File: config.mk
export PLATFORM = sky130hd
export DESIGN_NAME = mux_drain_sequencer
export DESIGN_NICKNAME = d
export VERILOG_FILES = /design/src/rtl/tconv_pkg.sv /design/src/rtl/drain_out_reg.sv /design/src/rtl/mux_drain_sequencer.sv
export SDC_FILE = /design/constraint.sdc
export NUM_CORES = 1
export LEC_CHECK = 0
export CAP_MARGIN = 0
export CORE_MARGIN = 2
export CORE_UTILIZATION = 40
export DETAILED_ROUTE_END_ITERATION = 16
export PLACE_DENSITY = 0.65
export RECOVER_POWER = 50
export SLEW_MARGIN = 40
export SYNTH_ARGS = -nofsm -noshare
export SYNTH_HDL_FRONTEND = slang
export SYNTH_SLANG_ARGS = --single-unit
export TNS_END_PERCENT = 10
File: constraint.sdc
create_clock -name clk -period 5.3 [get_ports clk]
set_input_delay 1.59 -clock clk [delete_from_list [all_inputs] [get_ports clk]]
set_output_delay 1.59 -clock clk [all_outputs]
set_load 0.005 [all_outputs]
File: src/rtl/tconv_pkg.sv
// Shared definitions for the transposed-convolution output drain path:
// FSM state encoding and lane-count constants.
package tconv_pkg;

    localparam int unsigned MAX_LANES   = 16;
    localparam int unsigned LANE_W      = 4;
    localparam int unsigned CFG_LANES_W = 5;

    typedef enum logic [2:0] {
        ST_IDLE     = 3'd0,
        ST_REQ      = 3'd1,
        ST_WAIT_ACK = 3'd2,
        ST_DRAIN    = 3'd3,
        ST_FLUSH    = 3'd4
    } state_e;

endpackage

File: src/rtl/drain_out_reg.sv
// Single-entry output register for the drain stream.
// Holds data/valid/last while stalled; accept_c tells the producer a new
// word may be captured this cycle (register empty or being emptied).
//   clk, rst      : clock, synchronous active-high reset
//   cap_i         : capture data_i/last_i (only honoured when accept_c)
//   data_i/last_i : word and last flag to capture
//   ready_i       : downstream ready
//   accept_c      : combinational, register can take a word this cycle
//   data_o/valid_o/last_o : registered stream outputs
module drain_out_reg #(
    parameter int unsigned DATA_WIDTH = 16
) (
    input  logic                  clk,
    input  logic                  rst,
    input  logic                  cap_i,
    input  logic [DATA_WIDTH-1:0] data_i,
    input  logic                  last_i,
    input  logic                  ready_i,
    output logic                  accept_c,
    output logic [DATA_WIDTH-1:0] data_o,
    output logic                  valid_o,
    output logic                  last_o
);

    logic [DATA_WIDTH-1:0] data_q, data_d;
    logic                  valid_q, valid_d;
    logic                  last_q, last_d;

    assign accept_c = !valid_q || ready_i;

    // Load on capture, drop valid once the held word is taken, else hold.
    always_comb begin
        data_d  = data_q;
        valid_d = valid_q;
        last_d  = last_q;
        if (accept_c) begin
            if (cap_i) begin
                data_d  = data_i;
                valid_d = 1'b1;
                last_d  = last_i;
            end else begin
                valid_d = 1'b0;
                last_d  = 1'b0;
            end
        end
    end

    always_ff @(posedge clk) begin
        if (rst) begin
            data_q  <= '0;
            valid_q <= 1'b0;
            last_q  <= 1'b0;
        end else begin
            data_q  <= data_d;
            valid_q <= valid_d;
            last_q  <= last_d;
        end
    end

    assign data_o  = data_q;
    assign valid_o = valid_q;
    assign last_o  = last_q;

endmodule

File: src/rtl/mux_drain_sequencer.sv
// Drains output rows of the transposed-convolution array through the
// 16-to-1 output mux as a valid/ready stream, handshaking with the upstream
// source bank between rows.
// Build option: DRAIN_ROW_LAST_EN -- when defined, m_last marks the final
// lane of every row; otherwise only the final lane of the final row.
//   clk, rst            : clock, synchronous active-high reset
//   start               : job start pulse (ignored while busy)
//   cfg_lanes, cfg_rows : lanes per row (1..16), rows per job (>=1)
//   mux_sel, mux_data   : lane select to the mux and its data
//   row_req, row_ack    : next-row request pulse and upstream acknowledge
//   m_data/m_valid/m_ready/m_last : output stream
//   busy, done          : job active, job completion pulse
module mux_drain_sequencer
    import tconv_pkg::*;
#(
    parameter int unsigned DATA_WIDTH = 16,
    parameter int unsigned ROW_W      = 16
) (
    input  logic                   clk,
    input  logic                   rst,
    input  logic                   start,
    input  logic [CFG_LANES_W-1:0] cfg_lanes,
    input  logic [ROW_W-1:0]       cfg_rows,
    output logic [LANE_W-1:0]      mux_sel,
    input  logic [DATA_WIDTH-1:0]  mux_data,
    output logic                   row_req,
    input  logic                   row_ack,
    output logic [DATA_WIDTH-1:0]  m_data,
    output logic                   m_valid,
    input  logic                   m_ready,
    output logic                   m_last,
    output logic                   busy,
    output logic                   done
);

`ifdef DRAIN_ROW_LAST_EN
    localparam bit ROW_LAST_EN = 1'b1;
`else
    localparam bit ROW_LAST_EN = 1'b0;
`endif

    state_e                 state_q, state_d;
    logic [CFG_LANES_W-1:0] lanes_q, lanes_d;
    logic [ROW_W-1:0]       rows_q, rows_d;
    logic [LANE_W-1:0]      lane_q, lane_d;
    logic [ROW_W-1:0]       row_cnt_q, row_cnt_d;
    logic [LANE_W-1:0]      mux_sel_q, mux_sel_d;
    logic                   row_req_q, row_req_d;
    logic                   busy_q, busy_d;
    logic                   done_q, done_d;

    logic cap_c;
    logic beat_last_c;
    logic accept_c;
    logic cfg_legal_c;
    logic final_lane_c;
    logic last_row_c;

    assign cfg_legal_c  = (cfg_lanes != '0)
                       && (cfg_lanes <= CFG_LANES_W'(MAX_LANES))
                       && (cfg_rows != '0);
    assign final_lane_c = ({1'b0, lane_q} == (lanes_q - CFG_LANES_W'(1)));
    assign last_row_c   = (ROW_W'(row_cnt_q + ROW_W'(1)) == rows_q);

    // Next-state, counters and registered-output next values.
    always_comb begin
        state_d     = state_q;
        lanes_d     = lanes_q;
        rows_d      = rows_q;
        lane_d      = lane_q;
        row_cnt_d   = row_cnt_q;
        done_d      = 1'b0;
        cap_c       = 1'b0;
        beat_last_c = 1'b0;

        unique case (state_q)
            ST_IDLE: begin
                if (start) begin
                    if (cfg_legal_c) begin
                        lanes_d   = cfg_lanes;
                        rows_d    = cfg_rows;
                        lane_d    = '0;
                        row_cnt_d = '0;
                        state_d   = ST_REQ;
                    end else begin
                        // Degenerate job: complete immediately, no traffic.
                        done_d = 1'b1;
                    end
                end
            end
            ST_REQ: begin
                state_d = row_ack ? ST_DRAIN : ST_WAIT_ACK;
            end
            ST_WAIT_ACK: begin
                if (row_ack) begin
                    state_d = ST_DRAIN;
                end
            end
            ST_DRAIN: begin
                if (accept_c) begin
                    cap_c = 1'b1;
                    if (final_lane_c) begin
                        lane_d      = '0;
                        row_cnt_d   = ROW_W'(row_cnt_q + ROW_W'(1));
                        beat_last_c = ROW_LAST_EN || last_row_c;
                        state_d     = last_row_c ? ST_FLUSH : ST_REQ;
                    end else begin
                        lane_d = LANE_W'(lane_q + LANE_W'(1));
                    end
                end
            end
            ST_FLUSH: begin
                // Final beat is already registered; wait for it to leave.
                if (m_valid && m_ready) begin
                    done_d  = 1'b1;
                    state_d = ST_IDLE;
                end
            end
            default: begin
                state_d = ST_IDLE;
            end
        endcase

        row_req_d = (state_d == ST_REQ);
        busy_d    = (state_d != ST_IDLE);
        mux_sel_d = (state_d == ST_DRAIN) ? lane_d : '0;
    end

    always_ff @(posedge clk) begin
        if (rst) begin
            state_q   <= ST_IDLE;
            lanes_q   <= '0;
            rows_q    <= '0;
            lane_q    <= '0;
            row_cnt_q <= '0;
            mux_sel_q <= '0;
            row_req_q <= 1'b0;
            busy_q    <= 1'b0;
            done_q    <= 1'b0;
        end else begin
            state_q   <= state_d;
            lanes_q   <= lanes_d;
            rows_q    <= rows_d;
            lane_q    <= lane_d;
            row_cnt_q <= row_cnt_d;
            mux_sel_q <= mux_sel_d;
            row_req_q <= row_req_d;
            busy_q    <= busy_d;
            done_q    <= done_d;
        end
    end

    drain_out_reg #(
        .DATA_WIDTH (DATA_WIDTH)
    ) u_out_reg (
        .clk      (clk),
        .rst      (rst),
        .cap_i    (cap_c),
        .data_i   (mux_data),
        .last_i   (beat_last_c),
        .ready_i  (m_ready),
        .accept_c (accept_c),
        .data_o   (m_data),
        .valid_o  (m_valid),
        .last_o   (m_last)
    );

    assign mux_sel = mux_sel_q;
    assign row_req = row_req_q;
    assign busy    = busy_q;
    assign done    = done_q;

endmodule

# Yosys cells after proc, flatten, opt, wreduce, memory -nomap -nowiden
# Index checks and enable logic that the tools add are counted.
# totals
reg_bits	69
latch_bits	0
mem_bits_rw	0
mem_bits_ro	0
in_bits	42
output_inout_bits	25
mem_count	0
# op_classes
add_sub_neg	3
mul	0
div	0
n_lt_le_gt_ge	1
n_eq_ne	12
shifts	0
muxes	29
n_bitwise	1
reduce_logical	14
# ops
cell	n
16-bit two-way mux	4
16-bit case mux with 2 select lines	1
3-bit two-way mux	7
16-bit by 1-bit adder with 16-bit output (second input constant)	1
16-bit == test	1
4-bit two-way mux	4
16-bit nonzero test	1
3-bit case mux with 5 select lines	1
1-bit two-way mux	10
3-bit by 2-bit == test with 1-bit output (second input constant)	3
2-bit inequality test (second input constant)	4
4-bit case mux with 2 select lines	1
3-bit by 1-bit == test with 1-bit output (second input constant)	2
4-bit by 5-bit == test with 1-bit output	1
5-bit less-or-equal comparator (second input constant)	1
5-bit AND reduction	1
5-bit nonzero test	1
5-bit by 1-bit subtractor with 5-bit output (second input constant)	1
4-bit by 1-bit adder with 4-bit output (second input constant)	1
3-bit == test (second input constant)	1
1-bit logical AND	3
3-bit logical NOT	1
3-bit AND reduction	1
3-bit nonzero test	1
other kinds (7)	7

# Longest topological paths before layout
# logic_depth
word_depth	9
ltp_mapped	10
ltp_nobuf	9

# By module
# Synthesis repeated with hierarchy kept, for this count alone.
# hier_totals
cells_unflattened	419
area_unflattened_um2	3633.5
# by_module_without_submodules
mod	instances	cells_each	area_per_inst_um2	seq_area_each_um2
mux_drain_sequencer	1	338	2832.7	1021.0
drain_out_reg	1	81	800.8	360.3

# Worst setup path after synthesis
# Ideal clock, no wire load.
# synth_timing
path_type	input to register
start	input port cfg_lanes[0]
end	register row_cnt_q[5]
arrival_ns	2.936
t_required_ns	5.168
path_slack_ns	2.232
stages	7
path_buffers	1
path_cell_list	nor4_1 -> xnor2_1 -> nand4_2 -> and2_0 -> clkbuf_1 -> o21ai_0 -> a21oi_1
# synth_via
elab_chain_cells	5
# synth_lines
element	line_no	source
start, declared	mux_drain_sequencer.sv:22	input logic [CFG_LANES_W-1:0] cfg_lanes,
5-bit less-or-equal comparator / 5-bit nonzero test (equally long branches)	mux_drain_sequencer.sv:60, mux_drain_sequencer.sv:59	
1-bit logical AND (*)	mux_drain_sequencer.sv:60	&& (cfg_lanes <= CFG_LANES_W'(MAX_LANES))
1-bit logical AND (*)	mux_drain_sequencer.sv:61	&& (cfg_rows != '0);
2-bit inequality test (no source line) (*)	n/a	
5-bit AND reduction (no source line) (*)	n/a	
end signal, assigned	mux_drain_sequencer.sv:145	row_cnt_q <= row_cnt_d;
end, declared	mux_drain_sequencer.sv:46	logic [ROW_W-1:0] row_cnt_q, row_cnt_d;
# Every way passes the cells marked *; elsewhere a longest branch is shown, timed or not.
# A chain may end at the register's enable or synchronous reset.

# Final worst setup path
# layout_timing
start	input port m_ready
end	register row_cnt_q[11]
# layout_via
elab_chain_cells	3
# layout_lines
element	line_no	source
start, declared	mux_drain_sequencer.sv:30	input logic m_ready,
1-bit logical OR	drain_out_reg.sv:29	assign accept_c = !valid_q || ready_i;
2-bit inequality test (no source line)	n/a	
5-bit AND reduction (no source line)	n/a	
# No other way between the ends.

==> results.json <==
{
  "cts.clk_slew.worst_paths_ns": 0.08,
  "design.core.area_um2": 8299,
  "avgSynthCellArea_um2": 8.724,
  "setup_ws_ns": 1.362,
  "p_leak_nw": 1.750,
  "synth_nets": 442,
  "hold_violations": 0,
  "rsz0062_at_grt": "false",
  "status": "completed",
  "layout.nets": 499,
  "min_from": "u_out_reg.data_o[12]",
  "yosysWarningCount": 0,
  "via_per_inst": 5.441,
  "finalCriticalPeriod_ns": 3.938,
  "dp.cells": 548,
  "hp-class": "reg2reg",
  "busiest_layer": "met2",
  "drive_gt1_share_pct": 7.843,
  "required_ns": 5.57,
  "hold_path_end": "u_out_reg.data_o[12]",
  "worst_pin_slew_ns": 0.7939,
  "fin_cells": 564,
  "cts_num_sinks": 69,
  "fin_area_um2": 4395,
  "grtUsageMet1_pct": 25.80,
  "finalSetupViolCount": 0,
  "multi_input_area_um2": 1961,
  "antenna_found_initial": 0,
  "cts_buffer_depth": 2,
  "grt_pass1_wl_mm": 14.27,
  "fmax_mhz": 253.9,
  "rrSetupSlack_ns": 2.19,
  "synthFlopType": "dfxtp_1",
  "ff2ff_path_depth": 8,
  "cts_tree": "yes",
  "dr_total_vias": 3069,
  "regArea_um2": 1381,
  "grt_overflow": 0,
  "h-tree-depth": 3,
  "arrival_ns": 4.21,
  "die-height_um": 97.05,
  "fp.dieArea_um2": 9419,
  "critical_path.slowest_cell": "and2_0",
  "ioPinCount": 67,
  "port_buffers": 66,
  "worstSetupStartpointType": "primary input",
  "drc_errors": 0,
  "reg2reg_to": "busy",
  "timing.final.crit_share_pct": 74.31,
  "crit_path_max_incr_delay_ns": 0.72,
  "initial_core_util_pct": 41.73,
  "place_ws_ns": 1.196,
  "synth_area_um2": 3463,
  "maxCapViolations": 0,
  "final_core_util_pct": 52.96,
  "post_dp_cell_area_um2": 4179,
  "r2r-start": "row_cnt_q[0]",
  "ctsHoldBuffers": 0,
  "root_buffer": "clkbuf_8",
  "synth-edff-count": 0,
  "grt_usage_pct": 18.59,
  "hpwl_mm": 6.279,
  "grtUsageMet3_pct": 2.734,
  "peakVddDrop_v": 0.0001650,
  "postCtsSetupRepairBufs": 0,
  "wl_mm": 8.710,
  "die_x_um": 97.05,
  "wl_per_cell_um": 15.44,
  "initialDrtViolationCount": 179,
  "worstSetupStartpoint": "m_ready",
  "end_kind": "flop",
  "ys_async_sr_fraction_pct": 0,
  "p_per_area_nw_per_um2": 274.1,
  "syn_to_final_growth_pct": 26.91,
  "clk_latency_ns": 0.35,
  "num-fill-cells": 780,
  "first_pass_iters": 4,
  "slew_headroom_pct": 47.05,
  "cp_cell_sequence": "dlygate4sd3_1 -> nor2b_1 -> nor2_1 -> nand2_1 -> and2_0 -> nor2_1 -> a211oi_1",
  "critical_path.max_fanout": 16,
  "cts_made_buffers": 9,
  "grt_pass1_vias": 2855,
  "slew_viol_final": 0,
  "cts_resized": 0,
  "crit_path_frequent_cell": "nor2_1",
  "ys_types": 60,
  "final.setup.tns_ns": 0,
  "place_congestion": 0.8533,
  "row_count": 33,
  "grt_max_degree": 34,
  "drtAntennaViolNets": 0,
  "finClkSkew_ns": 0.01129,
  "hold-path-cell-count": 2,
  "ys_seq_area_share_pct": 39.88,
  "use_met2_pct": 28.42,
  "worstSetupPathType": "in2reg",
  "synth-seq-cells": 69,
  "diodes": 0,
  "synthCells": 397
}
[per-layer routing]
| metal | wire length, µm | vias to the layer above |
|---|---|---|
| li1 | - | 1522 |
| met1 | 4076 | 1455 |
| met2 | 4079 | 78 |
| met3 | 382 | 14 |
| met4 | 172 | 0 |
| met5 | 0 | - |
[stage by stage]
stage,hold WS [ns],total power [mW]
3_3_place_gp,0.4421,0.7175
5_1_grt,0.4784,1.252
3_5_place_dp,0.4505,0.7205
2_1_floorplan,0.4527,0.6533
6_report,0.4552,1.205
4_1_cts,0.4619,1.218
[worst max path at each step]
stage	to	slack [ns]	cells after the start
floorplan	row_cnt_q[5]	2.23	7
global placement	row_cnt_q[11]	1.31	7
detailed placement	row_cnt_q[11]	1.20	7
CTS	row_cnt_q[11]	1.55	7
global route	row_cnt_q[6]	1.26	7
finish	row_cnt_q[11]	1.36	7
[state kept, by name (all words and copies together) (netlist names)]
| name | count |
|---|---|
| row_cnt_q | 16 |
| rows_q | 16 |
| u_out_reg.data_o | 16 |
| lanes_q | 5 |
| lane_q | 4 |
| mux_sel | 4 |
| state_q | 3 |
| busy | 1 |
| done | 1 |
| row_req | 1 |
| u_out_reg.last_o | 1 |
| u_out_reg.valid_o | 1 |
[cells by family after synthesis]
family                   after synthesis  synth area share [%]
buffers and inverters                 27                 3.143
multiplexers                          21                 6.069
flip-flops                            69                 39.88
AND/OR/NAND/NOR                      164                 27.42
adder cells (fa/ha/maj)                3                 1.084
XOR/XNOR                              32                 8.093
AO/OA/AOI/OAI                         81                 14.31
[power breakdown]
group          internal, mW  total [mW]  leakage [nW]  switching [mW]
clock                 0.273       0.500         0.113           0.227
sequential            0.536       0.551         0.559          0.0149
combinational        0.0809       0.154          1.08          0.0729
[cell usage in the layout (no fill, tap or decap), drive strengths merged, types with 5 or more instances in the layout]
cell type | Yosys | routed
nand2 | 42 | 42
clkbuf | 15 | 9
and2 | 5 | 5
dlygate4sd3 | 0 | 27
nand3b | 6 | 6
inv | 4 | 8
o21ai | 15 | 15
or3 | 7 | 7
xor2 | 9 | 9
a21oi | 41 | 41
clkdlybuf4s50 | 0 | 38
mux2i | 21 | 21
nor4 | 11 | 11
nor3 | 5 | 5
nand4 | 9 | 9
nand3 | 6 | 6
nor2 | 49 | 49
dfxtp | 69 | 69
xnor2 | 23 | 23
[area by class of cell]
class | instances | area share, %
clock inverter | 7 | 2.391
inverter | 4 | 0.3416
sequential | 69 | 31.43
timing repair buffer | 69 | 15.43
tap | 105 | 2.989
multi-input combinational | 301 | 44.61
clock buffer | 9 | 2.818
[worst max-delay path, delay by kind of cell]
family | cells | cell delay, ns
AND/OR/NAND/NOR | 5 | 1.77
buffers and inverters | 1 | 0.58
AO/OA/AOI/OAI | 1 | 0.26
[synthesized netlist by cell type (2+ instances only)]
master     number  share of area (%)
and2_1          4               0.72
nand3_1         4               0.58
nor4_4          4                2.5
clkbuf_1       15                1.6
nand4_4         2                1.2
o21ai_0        15                2.2
nor3b_1         2               0.43
a2bb2oi_1       2               0.51
nand2_1        42                4.6
a211oi_1        3               0.65
a31oi_1         2               0.36
or4_1           2               0.43
mux2i_1        21                6.1
nor2_1         49                5.3
nor4b_1         2               0.51
xnor2_1        23                5.8
xor2_1          9                2.3
nand3b_1        6                1.3
nor4_1          6                1.1
nor3_1          5               0.72
o31ai_1         2               0.43
a21oi_1        41                5.9
inv_1           4               0.43
nand4_1         6                1.1
nand2b_1        4               0.72
or3_1           7                1.3
nor2b_1         4               0.72
buf_1           2               0.22
a2111oi_0       2               0.51
and3_1          2               0.36
dfxtp_1        69                 40
buf_2           6               0.87
ha_1            3                1.1
(Power assumes the default switching activity.)
